==> src/rtl/fetch_unit.sv <==
// fetch_unit: instruction fetch sequencer with a three-state control FSM.
//
// Walks the PC through instruction memory, latches each word into IR_out,
// handles absolute and PC-relative branches (which flush IR_valid), honours
// stalls, and stops fetching when it reads HALT_CODE.
//
// Ports
//   Clk            in   1   rising-edge clock
//   Reset          in   1   asynchronous active-high reset
//   Start          in   1   begin/restart fetching from START_ADDR (IDLE/HALT only)
//   Stall          in   1   hold PC, IR_out, IR_valid and FetchCount
//   BranchTaken    in   1   redirect PC; wins over Stall
//   BranchAbs      in   1   1: target = TargetAddr, 0: target = PC + Offset
//   TargetAddr     in  12   absolute branch target
//   Offset         in   8   signed relative branch offset
//   Instruction_in in   9   memory word at PC_out
//   PC_out         out 12   registered program counter
//   IR_out         out  9   registered instruction
//   IR_valid       out  1   IR_out holds a fresh, non-flushed instruction
//   Halted         out  1   registered, high exactly while in HALT
//   FetchCount     out 16   saturating count of valid fetches
module fetch_unit #(
    parameter logic [11:0] START_ADDR = 12'h000,
    parameter logic [8:0]  HALT_CODE  = 9'h1FF
) (
    input  logic        Clk,
    input  logic        Reset,
    input  logic        Start,
    input  logic        Stall,
    input  logic        BranchTaken,
    input  logic        BranchAbs,
    input  logic [11:0] TargetAddr,
    input  logic [7:0]  Offset,
    input  logic [8:0]  Instruction_in,
    output logic [11:0] PC_out,
    output logic [8:0]  IR_out,
    output logic        IR_valid,
    output logic        Halted,
    output logic [15:0] FetchCount
);

    localparam logic [1:0] IDLE = 2'd0;
    localparam logic [1:0] RUN  = 2'd1;
    localparam logic [1:0] HALT = 2'd2;

    logic [1:0]  state_q, state_d;
    logic [11:0] pc_q, pc_d;
    logic [8:0]  ir_q, ir_d;
    logic        valid_q, valid_d;
    logic        halted_q;
    logic [15:0] count_q, count_d;

    logic [11:0] branch_target;
    logic [15:0] count_inc;

    // Relative target wraps modulo 4096 through natural 12-bit truncation.
    assign branch_target = BranchAbs ? TargetAddr : (pc_q + {{4{Offset[7]}}, Offset});
    assign count_inc     = (count_q == 16'hFFFF) ? count_q : count_q + 16'd1;

    always_comb begin
        state_d = state_q;
        pc_d    = pc_q;
        ir_d    = ir_q;
        valid_d = valid_q;
        count_d = count_q;
        case (state_q)
            IDLE: begin
                if (Start) begin
                    pc_d    = START_ADDR;
                    valid_d = 1'b0;
                    state_d = RUN;
                end
            end
            RUN: begin
                // The halt word is presented to the decoder for exactly one
                // valid cycle; the following edge commits to HALT regardless
                // of stall/branch, since nothing past a halt may execute.
                if (valid_q && ir_q == HALT_CODE) begin
                    state_d = HALT;
                    valid_d = 1'b0;
                end else if (BranchTaken) begin
                    pc_d    = branch_target;
                    valid_d = 1'b0;
                end else if (!Stall) begin
                    ir_d    = Instruction_in;
                    valid_d = 1'b1;
                    count_d = count_inc;
                    // PC parks on the halt address.
                    if (Instruction_in != HALT_CODE) begin
                        pc_d = pc_q + 12'd1;
                    end
                end
            end
            HALT: begin
                valid_d = 1'b0;
                if (Start) begin
                    pc_d    = START_ADDR;
                    state_d = RUN;
                end
            end
            default: begin
                state_d = IDLE;
                valid_d = 1'b0;
            end
        endcase
    end

    always_ff @(posedge Clk or posedge Reset) begin
        if (Reset) begin
            state_q  <= IDLE;
            pc_q     <= START_ADDR;
            ir_q     <= 9'h000;
            valid_q  <= 1'b0;
            halted_q <= 1'b0;
            count_q  <= 16'h0000;
        end else begin
            state_q  <= state_d;
            pc_q     <= pc_d;
            ir_q     <= ir_d;
            valid_q  <= valid_d;
            halted_q <= (state_d == HALT);
            count_q  <= count_d;
        end
    end

    assign PC_out     = pc_q;
    assign IR_out     = ir_q;
    assign IR_valid   = valid_q;
    assign Halted     = halted_q;
    assign FetchCount = count_q;

endmodule
==> config.mk <==
export PLATFORM = sky130hd
export DESIGN_NAME = fetch_unit
export DESIGN_NICKNAME = d
export VERILOG_FILES = /design/src/rtl/fetch_unit.sv
export SDC_FILE = /design/constraint.sdc
export NUM_CORES = 1
export LEC_CHECK = 0
export ABC_AREA = 1
export BUFFER_PORTS_ARGS = -buffer_cell sky130_fd_sc_hd__buf_4
export CAP_MARGIN = 20
export CORE_MARGIN = 8
export CORE_UTILIZATION = 52
export DETAILED_ROUTE_END_ITERATION = 8
export PLACE_DENSITY = 0.78
export SLEW_MARGIN = 30
export SYNTH_ARGS = -nofsm -noshare
export SYNTH_HDL_FRONTEND = slang
export SYNTH_SLANG_ARGS = --single-unit
==> constraint.sdc <==
create_clock -name Clk -period 5 [get_ports Clk]
set_clock_uncertainty 0.15 [all_clocks]
set_input_delay 0.25 -clock Clk [delete_from_list [all_inputs] [get_ports Clk]]
set_output_delay 0.25 -clock Clk [all_outputs]
set_load 0.01 [all_outputs]
==> qor.yml <==
routing:
  first_iter_violations: 141
  first_pass_iters: 4
  drtAntennaViolNets: 0
  wl_per_cell_um: 13.59
  drc: 0
  viasPerCell: 5.246
  vias: 3153
  wl_mm: 8.169
yosys:
  synth_top_area_share_pct: 33.14
  synth_top_cells_by_area: "dfrtp_1 (33%), nand2_1 (18%), inv_1 (6.5%)"
  ys_async_sr_fraction_pct: 100.0
  synth_common_cells: "nand2_1 (149), inv_1 (54), nor2_1 (42)"
  yosysWarnings: 0
  ys_seq_area_share_pct: 33.14
  synth_edf_count: 0
  syn_inst: 452
  synth-main-ff-cell: "dfrtp_1"
  synth_area_um2: 3095
  synth.most_common_cell: "nand2_1"
  ys_types: 35
  ys_seq_elements: 41
  yosysTopAreaCell: "dfrtp_1"
  synth.avg_cell_area_um2: 6.848
  syn-num-nets: 501
floorplan:
  coreArea_um2: 5851
  dieHeight_um: 93.16
  rows: 28
  dieArea_um2: 8678
  start_util_pct: 52.91
  die_w_um: 93.16
  ioPinCount: 74
finish:
  final_cells: 601
  antennaDiodeCount: 0
  drive_gt1_share_pct: 19.39
  n_fill_cell: 522
  seq_area_um2: 1026
  area_growth_pct: 23.12
  multi_input_area_um2: 1795
  fin_nets: 574
place:
  gp_congestion: 0.9010
  port_buffers: 73
  dp_hpwl_mm: 6.313
  placed_cells: 592
clock_network:
  cts-root-buf: "clkbuf_8"
  cts.sinks: 41
  post_cts_buffers: 0
  cts_buffer_depth: 2
  cts_tree: "done"
  clkLatencyLatePin_ns: 0.30
  cts_resized: 0
  cts_buffers: 5
  htreeDepth: 2
  hold_buffers: 1
  path_clk_slew_ns: 0.09
global_routing:
  grt_pass1_wl_mm: 13.85
  grt_util_met2_pct: 33.85
  grt_pass1_vias: 3100
  use_met1_pct: 21.96
  busiest_layer: "met2"
  grt.total_usage_pct: 19.46
  grt_antenna_before_repair: 0
  grt-ovfl-total: 0
  grt_max_degree: 42
  grt.met3_usage_pct: 5.609
timing:
  setup_viol: 0
  fin_crit_sh_pct: 42.03
  hold_viol_final: 0
  whs_ns: 0.04520
  rsz0062_at_grt: "false"
  finalSetupTns_ns: 0
  slew_headroom_pct: 64.41
  tightest_slew_ns: 0.5305
  timing.fmax_ghz: 0.4759
  fin_crit_ns: 2.101
  report.final.slew_viol_count: 0
status:
  status: "completed"
setup_path:
  worstPathRequired_ns: 5.04
  worst-setup-path-type: "reg -> reg"
  end_kind: "flop"
  reg2reg_slack_ns: 2.90
  crit_path_max_fanout: 21
  cp.arrival_ns: 2.14
  critPathLaunchType: "flop"
job:
  timing.max_cap.violations: 0
min_path:
  hp-class: "in -> reg"
power_and_ir_drop:
  p_per_area_nw_per_um2: 393.5
  peakVddDrop_mv: 0.2293
  p_leak_nw: 2.053
  total_power_mw: 1.500
-- cells in the final DEF, fill, tap and decap left out, types with 2 or more instances in the layout --
cell type / Yosys / final
ha_1: 13 / 13
or2_2: 2 / 2
nor2_1: 42 / 42
nor2_2: 2 / 2
nand4_1: 5 / 5
clkbuf_8: 0 / 6
o21ai_1: 9 / 9
xnor2_1: 5 / 5
mux2_2: 4 / 4
inv_1: 54 / 54
xor2_1: 12 / 12
o21ai_0: 18 / 18
nor3_1: 7 / 7
buf_4: 1 / 74
nand4_2: 2 / 2
dfrtp_1: 41 / 41
a21oi_1: 25 / 25
o31ai_1: 2 / 2
nand3_1: 32 / 32
nand3b_1: 4 / 4
nor3_2: 2 / 2
nand2_2: 3 / 3
nand2_1: 149 / 149
-- worst max-delay path, stage by stage (launching register included) --
cell and delay (ns):
dfrtp_1 0.46, nor3_4 0.26, nand3_2 0.36, nor2_4 0.50, nand2_1 0.12, xnor2_1 0.14
-- area by class of cell --
| type | count | area share [%] |
|---|---|---|
| timing repair buffer | 75 | 14.84 |
| clock inverter | 2 | 0.9849 |
| multi-input combinational | 346 | 47.11 |
| tap | 75 | 2.462 |
| inverter | 56 | 5.515 |
| clock buffer | 6 | 2.167 |
| sequential | 41 | 26.92 |
-- stage by stage --
| stage | instance area (µm²) | worst slack (ns) | util [%] |
|---|---|---|---|
| 3_5_place_dp | 3681 | 2.903 | 62.92 |
| 2_1_floorplan | 3095 | 3.064 | - |
| 4_1_cts | 3811 | 2.898 | 65.14 |
| 3_3_place_gp | 3681 | 2.957 | 62.92 |
| 6_report | 3811 | 2.899 | 65.14 |
| 5_1_grt | 3811 | 2.712 | 65.14 |
-- registers in the layout, indices dropped and copies added, names as in the netlist --
| name | count |
|---|---|
| IR_valid | 1 |
| FetchCount | 16 |
| Halted | 1 |
| state_q | 2 |
| PC_out | 12 |
| IR_out | 9 |
-- final timing paths --
path / startpoint / endpoint / depth (start not counted)
max in group asynchronous: Reset / FetchCount[7] / 4
setup reg to reg: state_q[1] / FetchCount[4] / 5
hold / removal: Instruction_in[2] / IR_out[2] / 2
setup / recovery: state_q[1] / FetchCount[4] / 5
hold reg to reg: IR_out[6] / IR_out[6] / 2
min in group asynchronous: Reset / FetchCount[5] / 4
-- layer usage --
metal,vias up,share of wire (%)
met5,-,0
met4,0,2.3
met3,15,7.0
met2,112,49
met1,1431,42
li1,1595,-
-- power by group --
| part | internal, mW | switching, mW |
|---|---|---|
| clock network | 0.162 | 0.123 |
| logic | 0.303 | 0.382 |
| registers | 0.409 | 0.121 |
| total | 0.874 | 0.626 |
-- logic make-up (layout without fill, tap and decap cells) --
kind of cell               after synthesis  count (layout)  synth area share, %
buffers and inverters                   65             139                8.852
DFF                                     41              41                33.14
AOI/OAI and AO/OA                       57              57                9.661
xor gates and xnor gates                17              17                4.810
adders and majority gates               14              14                5.902
and+or+nand+nor                        254             254                36.18
muxes                                    4               4                1.455
No activity file was read; power rests on OpenSTA's default activity.
